### src/rtl/tpram_fifo_pkg.sv
// Shared defaults and types for the TPRAM-backed streaming FIFO controller.
package tpram_fifo_pkg;

    localparam int DW_DEF    = 16;
    localparam int AW_DEF    = 8;
    localparam int DEPTH_DEF = 1 << AW_DEF;

    // Output buffer occupancy: 0, 1 or 2 entries.
    typedef logic [1:0] buf_cnt_t;

endpackage

### src/rtl/tpram_fifo_ctrl_out_skid_buf.sv
// Two-entry output buffer that absorbs RAM read returns and feeds the downstream stream.
module out_skid_buf
    import tpram_fifo_pkg::*;
#(
    parameter int DW = DW_DEF
) (
    input  logic          clk,
    input  logic          rst,
    input  logic          push,
    input  logic [DW-1:0] push_data,
    input  logic          pop,
    output buf_cnt_t      count,
    output logic          out_valid,
    output logic [DW-1:0] out_data
);

    logic [DW-1:0] head_q, head_d;
    logic [DW-1:0] tail_q, tail_d;
    buf_cnt_t      cnt_q, cnt_d;

    // The caller's credit rule guarantees no push into a full buffer and no pop when empty.
    always_comb begin
        head_d = head_q;
        tail_d = tail_q;
        cnt_d  = cnt_q;
        case ({push, pop})
            2'b10: begin
                if (cnt_q == 2'd0) begin
                    head_d = push_data;
                end else begin
                    tail_d = push_data;
                end
                cnt_d = cnt_q + 2'd1;
            end
            2'b01: begin
                head_d = tail_q;
                cnt_d  = cnt_q - 2'd1;
            end
            2'b11: begin
                if (cnt_q == 2'd2) begin
                    head_d = tail_q;
                    tail_d = push_data;
                end else begin
                    head_d = push_data;
                end
            end
            default: begin
            end
        endcase
    end

    always_ff @(posedge clk) begin
        if (rst) begin
            head_q <= '0;
            tail_q <= '0;
            cnt_q  <= '0;
        end else begin
            head_q <= head_d;
            tail_q <= tail_d;
            cnt_q  <= cnt_d;
        end
    end

    assign count     = cnt_q;
    assign out_valid = (cnt_q != 2'd0);
    assign out_data  = head_q;

endmodule

### src/rtl/tpram_fifo_ctrl.sv
// Streaming FIFO controller around an external two-port RAM with a 2-entry output buffer.
// Handshakes: a word moves when valid && ready are both high at a rising edge; valid never waits on ready.
module tpram_fifo_ctrl
    import tpram_fifo_pkg::*;
#(
    parameter int DW = DW_DEF,
    parameter int AW = AW_DEF
) (
    input  logic          clk,
    input  logic          rst,
    input  logic          in_valid,
    output logic          in_ready,
    input  logic [DW-1:0] in_data,
    output logic          out_valid,
    input  logic          out_ready,
    output logic [DW-1:0] out_data,
    output logic [AW:0]   ram_count,
    output logic          ram_wea,
    output logic [AW-1:0] ram_addra,
    output logic [DW-1:0] ram_data_a,
    output logic          ram_enb,
    output logic [AW-1:0] ram_addrb,
    input  logic [DW-1:0] ram_data_b
);

    localparam logic [AW:0] FULL = {1'b1, {AW{1'b0}}};

    logic [AW-1:0] wptr_q, wptr_d;
    logic [AW-1:0] rptr_q, rptr_d;
    logic [AW:0]   count_q, count_d;
    logic          inflight_q, inflight_d;

    logic     wr;
    logic     rd;
    logic     pop;
    logic     skid_valid;
    buf_cnt_t buf_cnt;
    logic [2:0] occ;

    always_comb begin
        in_ready = !rst && (count_q != FULL);
        wr       = in_valid && in_ready;
        pop      = skid_valid && out_ready;
        // Words already owed to the buffer after this cycle's pop; a new read needs a free slot.
        occ      = {1'b0, buf_cnt} + {2'b00, inflight_q} - {2'b00, pop};
        rd       = !rst && (count_q != '0) && (occ < 3'd2);
    end

    always_comb begin
        wptr_d     = wptr_q;
        rptr_d     = rptr_q;
        count_d    = count_q;
        inflight_d = rd;
        if (wr) begin
            wptr_d = wptr_q + 1'b1;
        end
        if (rd) begin
            rptr_d = rptr_q + 1'b1;
        end
        case ({wr, rd})
            2'b10:   count_d = count_q + 1'b1;
            2'b01:   count_d = count_q - 1'b1;
            default: count_d = count_q;
        endcase
    end

    always_ff @(posedge clk) begin
        if (rst) begin
            wptr_q     <= '0;
            rptr_q     <= '0;
            count_q    <= '0;
            inflight_q <= 1'b0;
        end else begin
            wptr_q     <= wptr_d;
            rptr_q     <= rptr_d;
            count_q    <= count_d;
            inflight_q <= inflight_d;
        end
    end

    // A read issued last cycle returns now; reset clears inflight_q so a stale return is dropped.
    out_skid_buf #(.DW(DW)) u_out_skid_buf (
        .clk       (clk),
        .rst       (rst),
        .push      (inflight_q),
        .push_data (ram_data_b),
        .pop       (pop),
        .count     (buf_cnt),
        .out_valid (skid_valid),
        .out_data  (out_data)
    );

    assign out_valid  = skid_valid;
    assign ram_count  = count_q;
    assign ram_wea    = wr;
    assign ram_addra  = rst ? '0 : wptr_q;
    assign ram_data_a = in_data;
    assign ram_enb    = rd;
    assign ram_addrb  = rst ? '0 : rptr_q;

endmodule

### config.mk
export PLATFORM = sky130hd
export DESIGN_NAME = tpram_fifo_ctrl
export DESIGN_NICKNAME = d
export VERILOG_FILES = /design/src/rtl/tpram_fifo_pkg.sv /design/src/rtl/tpram_fifo_ctrl_out_skid_buf.sv /design/src/rtl/tpram_fifo_ctrl.sv
export SDC_FILE = /design/constraint.sdc
export NUM_CORES = 1
export LEC_CHECK = 0
export CORE_ASPECT_RATIO = 1.25
export CORE_UTILIZATION = 30
export CTS_CLUSTER_SIZE = 8
export DETAILED_ROUTE_END_ITERATION = 12
export SLEW_MARGIN = 30
export SYNTH_ARGS = -nofsm -noshare
export SYNTH_HDL_FRONTEND = slang
export SYNTH_SLANG_ARGS = --single-unit
### constraint.sdc
create_clock -name clk -period 4.6 [get_ports clk]
set_input_delay 0.92 -clock clk [delete_from_list [all_inputs] [get_ports clk]]
set_output_delay 0.92 -clock clk [all_outputs]
set_load 0.03 [all_outputs]
==> metrics.md, run 1 <==
| Metric | Value |
|---|---|
| Synthesized area | 0.003102 mm^2 |
| Full die area | about 0.011 mm^2 |
| Wire length of the first global-routing pass | about 12000 um |
| Number of hold violations in the final report | 0 |
| R2r worst-path depth | 13 |
| Worst Setup Slack post-DPL | approximately 0.013 ns |
| Via count of the first global-routing pass | 2499 |
| Slew at the pin with the worst max-slew slack | about 0.80 ns |
| Nets | 439 |
| Critical Path End Type | flop |
| Fin worst setup slack | between 0.3 and 0.4 ns |
| Maximum root-to-sink buffer count | 2 |
| Clk sink count | 60 |
| Number of gates given a new drive strength after cts | 0 |
| Mux contribution to synthesized area | approximately 7.7% |
| Setup repair bufs after CTS | 0 |
| Via density | between 4 and 5 |
| Endpoints failing setup | 0 |
| Initial antenna violation count | 0 |
| Aggregate global routing overflow | 0 |
| Drt first-iter violations | approximately 210 |
| Clk slew on worst S/H paths | approximately 0.05 ns |
| Area share of the largest cell type after synthesis | between 30 and 40% |
| Tot Pwr | 2.805 mW |
| Distinct cell type count of the synthesized netlist | 45 |
| Fraction of the mapped netlist area in compound gates | approximately an eighth |
| Post-synth EDFFs | 0 |
| Final worst path period need | around 4.2 ns |
| Synthesis-to-finish area growth | 30.70% |
| Adder and majority gate portion of the synthesized area | ~6.1% |
| Hold buffer count at CTS | 0 |
| Clock buffer count from CTS | 9 |
| Worst slew slack as a fraction of its limit | 46.85% |
| Clock tree from TritonCTS | done |
| Synth Register Bits | 60 |
| Post-synth net total | 391 |
| Fraction of final layout cells with drive strength greater than 1 | about a tenth |
| Synth area leader | sky130_fd_sc_hd__dfxtp_1 |
| Clk root buf | sky130_fd_sc_hd__clkbuf_16 |
| Die W | around 93 um |
| Clock latency of the later-clocked register in the worst-skew pair | 0.32 ns |
| Required time at the worst-slack endpoint | between 4 and 5 ns |
| Run status | finished clean |
| Largest family of logic cells by synthesized area | simple AND/OR/NAND/NOR gates |
| Static Leakage | approximately 1.5 nW |
| HPWL Detailed | roughly 4900 um |
| Routability Congestion | roughly 0.84 |
| Primary flip-flop cell chosen by synthesis mapping | sky130_fd_sc_hd__dfxtp_1 |
| Path class of the lowest-slack min-delay path | reg2reg |
| PortBufs | between 60 and 70 |
| Worst Path Max Fanout | 8 |
| Slew Viols, Final | 0 |
| Accumulated negative setup slack | 0 ns |
| Count of nets left with antenna violations after detail routing | 0 |
| Number of primary I/O pins | 97 |
| Wirelength per Cell | 13.25 um |
| Diode count | 0 |
| Effective utilization at floorplan | between 30 and 40% |
| Remaining DRCs | 0 |
| Number of standard-cell rows in the floorplan | between 40 and 50 |
| Largest net degree at the start of global routing | 40 |
| Cell area power density | slightly below 700 mW/mm^2 |
| Vias after detailed routing | around 2600 |
| Die height | roughly 120 um |
| Area after detailed placement | roughly 0.0037 mm^2 |
| Category of the worst setup path launch point | primary input |
| # Max-Cap Violations | 0 |
| Finished Cell Area | about 0.0041 mm^2 |
| Start-to-end type of the worst setup path | in2reg |
| RSZ-0062 raised after global routing | no |
| Final period util | between 90 and 100% |
| Gate count after technology mapping | 341 |
| Routed Wire Length | slightly below 7000 um |
| Asr flop ratio synth | 0% |
| Number of warning messages in the yosys log | 0 |
| Mean instance size in the synthesized netlist | 9.096 um^2 |
| Final-layout worst hold slack | roughly 0.49 ns |
| H-tree level count | 3 |
| Worst supply voltage drop on vdd | 0.0003948 V |
| Main area contributors after synthesis | sky130_fd_sc_hd__dfxtp_1 (39%), sky130_fd_sc_hd__nor2_1 (7.0%), sky130_fd_sc_hd__mux2i_1 (6.1%), sky130_fd_sc_hd__a222oi_1 (5.2%), sky130_fd_sc_hd__ha_1 (4.8%) |
| Clock skew after layout | about 0.0053 ns |
| Number of cells traversed by the worst hold path | 2 |
| Overall Global Routing Usage | ~14% |
| Core area | around 0.010 mm^2 |
| CP arrival | ~4.4 ns |
| TritonRoute pass-1 iters | 7 |
| XOR/XNOR share of the synthesized area | 5.365% |
| Area share of and/or/nand/nor cells after synthesis | 21.26% |
| Portion of the post-synthesis area used by sequential elements | 38.73% |
| Fmax | 0.2359 GHz |
## flip-flops by register name, summed over array words and instances, names as in the netlist
| signal | cells |
|---|---|
| u_out_skid_buf.count | 2 |
| u_out_skid_buf.tail_q | 16 |
| rptr_q | 8 |
| ram_count | 9 |
| inflight_q | 1 |
| wptr_q | 8 |
| u_out_skid_buf.out_data | 16 |
## report_power, final
part	switching [mW]	leakage [nW]	internal (mW)
Combinational	0.791	0.887	0.571
Sequential	0.117	0.489	0.655
Clock	0.237	0.138	0.434
## layout by cell type (no fill, tap or decap), types with 3 or more instances in the layout
master and n:
sky130_fd_sc_hd__a21o_1 4, sky130_fd_sc_hd__a21oi_1 9, sky130_fd_sc_hd__a222oi_1 16, sky130_fd_sc_hd__buf_4 10, sky130_fd_sc_hd__clkbuf_16 9, sky130_fd_sc_hd__clkdlybuf4s50_1 62
sky130_fd_sc_hd__clkinvlp_4 3, sky130_fd_sc_hd__dfxtp_1 60, sky130_fd_sc_hd__ha_1 12, sky130_fd_sc_hd__inv_1 7, sky130_fd_sc_hd__mux2_2 3, sky130_fd_sc_hd__mux2i_1 19
sky130_fd_sc_hd__nand2_1 14, sky130_fd_sc_hd__nand3_1 6, sky130_fd_sc_hd__nand4_1 6, sky130_fd_sc_hd__nor2_1 58, sky130_fd_sc_hd__nor2b_1 17, sky130_fd_sc_hd__nor3_1 19
sky130_fd_sc_hd__o21ai_0 3, sky130_fd_sc_hd__xnor2_1 12, sky130_fd_sc_hd__xor2_1 7
## final timing paths
check | slack, ns | end | from
worst max-delay path | 0.36 | ram_count[8]$_SDFFE_PP0P_ | out_ready
worst min-delay path | 0.49 | u_out_skid_buf.out_data[9]$_SDFFE_PP0P_ | u_out_skid_buf.out_data[9]$_SDFFE_PP0P_
worst max register to register | 0.90 | ram_count[8]$_SDFFE_PP0P_ | u_out_skid_buf.count[0]$_SDFFE_PP0P_
worst min register to register | 0.49 | u_out_skid_buf.out_data[9]$_SDFFE_PP0P_ | u_out_skid_buf.out_data[9]$_SDFFE_PP0P_
## cell type report
cell class	count	area (um^2)
tap	129	161.4
clock inverter	5	61.31
multi-input combinational	238	1660
clock buffer	11	242.7
timing repair buffer	73	700.7
fill	1059	6001
sequential	60	1201
inverter	7	26.28
## through the flow
stage	std cells	utilization, %
after detailed placement	507	37.29
final	523	40.32
after global placement	507	37.26
after CTS	523	40.32
after global routing	523	40.32
after floorplan	341	-
## worst max-delay path: stages
cell and delay (ns):
sky130_fd_sc_hd__clkdlybuf4s50_1 0.43, sky130_fd_sc_hd__buf_4 0.17, sky130_fd_sc_hd__nor2b_1 0.10, sky130_fd_sc_hd__o21ai_0 0.11, sky130_fd_sc_hd__fa_1 0.41, sky130_fd_sc_hd__xnor2_1 0.18
sky130_fd_sc_hd__nand3b_2 0.11, sky130_fd_sc_hd__nor2_2 0.12, sky130_fd_sc_hd__ha_1 0.34, sky130_fd_sc_hd__ha_1 0.35, sky130_fd_sc_hd__a21o_1 0.22, sky130_fd_sc_hd__a31o_1 0.22
sky130_fd_sc_hd__o21ai_1 0.10, sky130_fd_sc_hd__or3b_1 0.37, sky130_fd_sc_hd__mux2_4 0.30
## cell families after synthesis
family / count (synthesis)
DFF: 60
AOI/OAI and AO/OA: 47
adders and majority gates: 14
buffers and inverters: 43
and+or+nand+nor: 135
xor gates and xnor gates: 19
muxes: 23
## cell usage after synthesis (all sizes together) (4+ instances only)
cell,number
a21o,4
a21oi,9
a222oi,16
buf,29
clkbuf,7
dfxtp,60
ha,12
inv,7
mux2,4
mux2i,19
nand2,14
nand3,6
nand4,6
nor2,60
nor2b,17
nor3,19
nor4,4
o21ai,6
xnor2,12
xor2,7
## metal layers
layer | vias to the layer above | part of all wire [%] | global-route usage (%)
met5 | - | 0 | 0
met4 | 0 | 0.81 | 5.333
met3 | 4 | 4.7 | 4.462
met2 | 66 | 50 | 23.28
met1 | 1237 | 45 | 16.15
li1 | 1297 | - | -
(Power assumes the default switching activity.)
==> run 2, diff against run 1 <==
- clock period: 4.6 -> 4.1 ns (I/O delays scaled with it)
==> metrics.md, run 2 (same netlist as run 1, synthesis figures left out) <==
| Metric | Value |
|---|---|
| Slew Viols, Final | 0 (unchanged) |
| List of cells traversed by the critical path | clkdlybuf4s50_1 -> buf_4 -> nor2b_1 -> o21ai_0 -> fa_2 -> nand3b_4 -> nor2_4 -> ha_4 -> buf_4 -> ha_1 -> a21o_1 -> a31o_1 -> o21ai_1 -> or3b_1 -> mux2_4 (was clkdlybuf4s50_1 -> buf_4 -> nor2b_1 -> o21ai_0 -> fa_1 -> xnor2_1 -> nand3b_2 -> nor2_2 -> ha_1 -> ha_1 -> a21o_1 -> a31o_1 -> o21ai_1 -> or3b_1 -> mux2_4) |
| Count of nets left with antenna violations after detail routing | 0 (unchanged) |
| Share of the core filled with cells | 41.77% (was 40.32%) |
| Fraction of final layout cells with drive strength greater than 1 | 13.83% (was 10.15%) |
| Aggregate global routing overflow | 0 (unchanged) |
| Synthesis-to-finish area growth | 35.42% (was 30.70%) |
| Clock tree from TritonCTS | done (unchanged) |
| Final worst path period need | ~3.9 ns |
| Clock skew after layout | 0.005430 ns (was 0.005296 ns) |
| Launching element of the worst setup path | out_ready (unchanged) |
| Initial antenna violation count | 0 (unchanged) |
| TritonRoute pass-1 iters | 5 (was 7) |
| Overall Global Routing Usage | 14.09% (was 13.76%) |
| Worst setup slack for register-to-register paths | 0.64 ns (was 0.90 ns) |
| Cell Int Power | 2.006 mW (was 1.660 mW) |
| Power spent charging and discharging nets | 1.346 mW (was 1.145 mW) |
| Hold buffer count at CTS | 0 (unchanged) |
| Most frequent standard cell in the layout excluding fill and tap cells | sky130_fd_sc_hd__clkdlybuf4s50_1 (unchanged) |
| Setup repair bufs after CTS | 0 (unchanged) |
| Buffers & Inverters on Critical Path | 3 (was 2) |
| Drt first-iter violations | 141 (was 208) |
| Top Family by Delay on Critical Path | adder cells (unchanged) |
| Critical Path End Type | flop (unchanged) |
| Delay contributed by the slowest stage of the critical path | 0.50 ns (was 0.43 ns) |
| Worst slew slack as a fraction of its limit | 45.29% (was 46.85%) |
| Slowest CP cell | sky130_fd_sc_hd__fa_2 (was sky130_fd_sc_hd__clkdlybuf4s50_1) |
| H-tree level count | 3 (unchanged) |
| Number of fill cells in the layout | 991 (was 1059) |
| Required time at the worst-slack endpoint | 4.32 ns (was 4.80 ns) |
| Portion of total power attributed to combinational logic | 51.3% (was 48.6%) |
| Effective utilization at floorplan | 30.85% (unchanged) |
| Number of standard-cell rows in the floorplan | 41 (unchanged) |
| Slew at the pin with the worst max-slew slack | 0.8205 ns (was 0.7972 ns) |
| Area after detailed placement | 0.003896 mm^2 (was 0.003750 mm^2) |
| Fraction of power consumed by the clock network | 22.8% (was 23.9%) |
| Run status | finished clean (unchanged) |
| Cell area power density | 798.0 mW/mm^2 (was 692.0 mW/mm^2) |
| Fmax | 0.2580 GHz |
| Clock latency of the later-clocked register in the worst-skew pair | 0.33 ns (was 0.32 ns) |
| PortBufs | 64 (unchanged) |
| R2r worst-path depth | 14 (was 13) |
| Portion of total power attributed to sequential cells | 25.9% (was 27.5%) |
| Core area | 0.01005 mm^2 (unchanged) |
| Hold path endpoint | u_out_skid_buf.tail_q[2]$_SDFFE_PP0P_ (was u_out_skid_buf.out_data[9]$_SDFFE_PP0P_) |
| Final std cells w/o fill | 534 (was 523) |
| # Max-Cap Violations | 0 (unchanged) |
| Die W | 92.95 um (unchanged) |
| Routability Congestion | 0.8283 (was 0.8407) |
| Final-layout worst hold slack | 0.4913 ns (about the same) |
| CP arrival | 4.09 ns (was 4.44 ns) |
| Static Leakage | 1.577 nW (was 1.513 nW) |
| Wirelength per Cell | 13.47 um (was 13.25 um) |
| Critical R2R Capture | ram_count[8]$_SDFFE_PP0P_ (unchanged) |
| Accumulated negative setup slack | 0 ns (unchanged) |
| Number of hold violations in the final report | 0 (unchanged) |
| Maximum root-to-sink buffer count | 2 (unchanged) |
| Fin worst setup slack | 0.2239 ns (was 0.3611 ns) |
| Number of placed instances, taps included | 518 (was 507) |
| Number of primary I/O pins | 97 (unchanged) |
| Switching Fraction | 40.15% (was 40.81%) |
| Endpoints failing setup | 0 (unchanged) |
| Path class of the lowest-slack min-delay path | reg2reg (unchanged) |
| Finished Cell Area | 0.004200 mm^2 (was 0.004054 mm^2) |
| Via count of the first global-routing pass | 2530 (was 2499) |
| Tot Pwr | 3.352 mW (was 2.805 mW) |
| Most frequent cell on the critical path | sky130_fd_sc_hd__buf_4 (was sky130_fd_sc_hd__ha_1) |
| Full die area | 0.01075 mm^2 (unchanged) |
| Clock buffer count from CTS | 9 (unchanged) |
| Worst supply voltage drop on vdd | 0.0004386 V (was 0.0003948 V) |
| HPWL Detailed | 4931 um (was 4920 um) |
| Routed Wire Length | 7194 um (was 6932 um) |
| Start-to-end type of the worst setup path | in2reg (unchanged) |
| Category of the worst setup path launch point | primary input (unchanged) |
| RSZ-0062 raised after global routing | no (unchanged) |
| Remaining DRCs | 0 (unchanged) |
| HP Start | u_out_skid_buf.tail_q[2]$_SDFFE_PP0P_ (was u_out_skid_buf.out_data[9]$_SDFFE_PP0P_) |
| Clk sink count | 60 (unchanged) |
| Diode count | 0 (unchanged) |
| Number of gates given a new drive strength after cts | 0 (unchanged) |
| Clk root buf | sky130_fd_sc_hd__clkbuf_16 (unchanged) |
| Via density | 4.936 (was 4.979) |
| Reg-to-Reg Start | u_out_skid_buf.count[1]$_SDFFE_PP0P_ (was u_out_skid_buf.count[0]$_SDFFE_PP0P_) |
| Worst Path Max Fanout | 6 (was 8) |
| Nets | 450 (was 439) |
| Most used cells in the layout excluding fill and tap cells | sky130_fd_sc_hd__clkdlybuf4s50_1 (62), sky130_fd_sc_hd__dfxtp_1 (60), sky130_fd_sc_hd__nor2_1 (57) (was sky130_fd_sc_hd__clkdlybuf4s50_1 (62), sky130_fd_sc_hd__dfxtp_1 (60), sky130_fd_sc_hd__nor2_1 (58)) |
| Largest net degree at the start of global routing | 43 (was 40) |
| Vias after detailed routing | 2636 (was 2604) |
| Number of cells traversed by the worst hold path | 2 (unchanged) |
| Wire length of the first global-routing pass | 11820 um (was 11650 um) |
| Worst Setup Slack post-DPL | -0.1056 ns (was 0.01287 ns) |
| Final period util | between 90% and 100% |
| Clk slew on worst S/H paths | 0.06 ns (was 0.05 ns) |
| Die height | 115.7 um (unchanged) |
run 2: metal layers:
metal	wire (um)	share of wire, %	track usage (%)
met2	3333	46	23.04
met5	0	0	0
met3	385	5.4	3.740
met1	3349	47	17.08
met4	126	1.8	7.077
run 2: how the worst max path moves through the flow:
stage / endpoint / depth (start not counted)
finish: ram_count[8]$_SDFFE_PP0P_ / 15
global route: ram_count[8]$_SDFFE_PP0P_ / 15
global placement: ram_count[8]$_SDFFE_PP0P_ / 15
floorplan: ram_count[8]$_SDFFE_PP0P_ / 15
detailed placement: ram_count[8]$_SDFFE_PP0P_ / 15
CTS: ram_count[8]$_SDFFE_PP0P_ / 15
run 2: area by class of cell:
type                       count  area (um^2)  share of cell area, %
clock inverter                 5        61.31                  1.460
multi-input combinational    238         1712                  40.75
tap                          129        161.4                  3.843
timing repair buffer          84        795.8                  18.95
inverter                       7        26.28                 0.6256
sequential                    60         1201                  28.60
clock buffer                  11        242.7                  5.779
run 2: power by group through the flow:
| stage | combinational [mW] | sequential, mW | clock (mW) |
|---|---|---|---|
| floorplan | 0.992 | 1.05 | 0 |
| global placement | 1.70 | 0.878 | 0 |
| detailed placement | 1.72 | 0.881 | 0 |
| CTS | 1.73 | 0.870 | 0.787 |
| global route | 1.87 | 0.891 | 0.808 |
| finish | 1.72 | 0.868 | 0.764 |
run 2: worst reg2reg max path: stages, from the launching register on:
cell                       delay (ns)
sky130_fd_sc_hd__dfxtp_1         0.55
sky130_fd_sc_hd__nand2_1         0.12
sky130_fd_sc_hd__nor2_2          0.11
sky130_fd_sc_hd__o21ai_0         0.12
sky130_fd_sc_hd__fa_2            0.38
sky130_fd_sc_hd__xnor2_2         0.20
sky130_fd_sc_hd__nand3b_4        0.11
sky130_fd_sc_hd__nor2_4          0.14
sky130_fd_sc_hd__ha_4            0.21
sky130_fd_sc_hd__ha_4            0.21
sky130_fd_sc_hd__a21o_1          0.18
sky130_fd_sc_hd__a31o_1          0.23
sky130_fd_sc_hd__o21ai_1         0.10
sky130_fd_sc_hd__or3b_1          0.37
sky130_fd_sc_hd__mux2_4          0.30
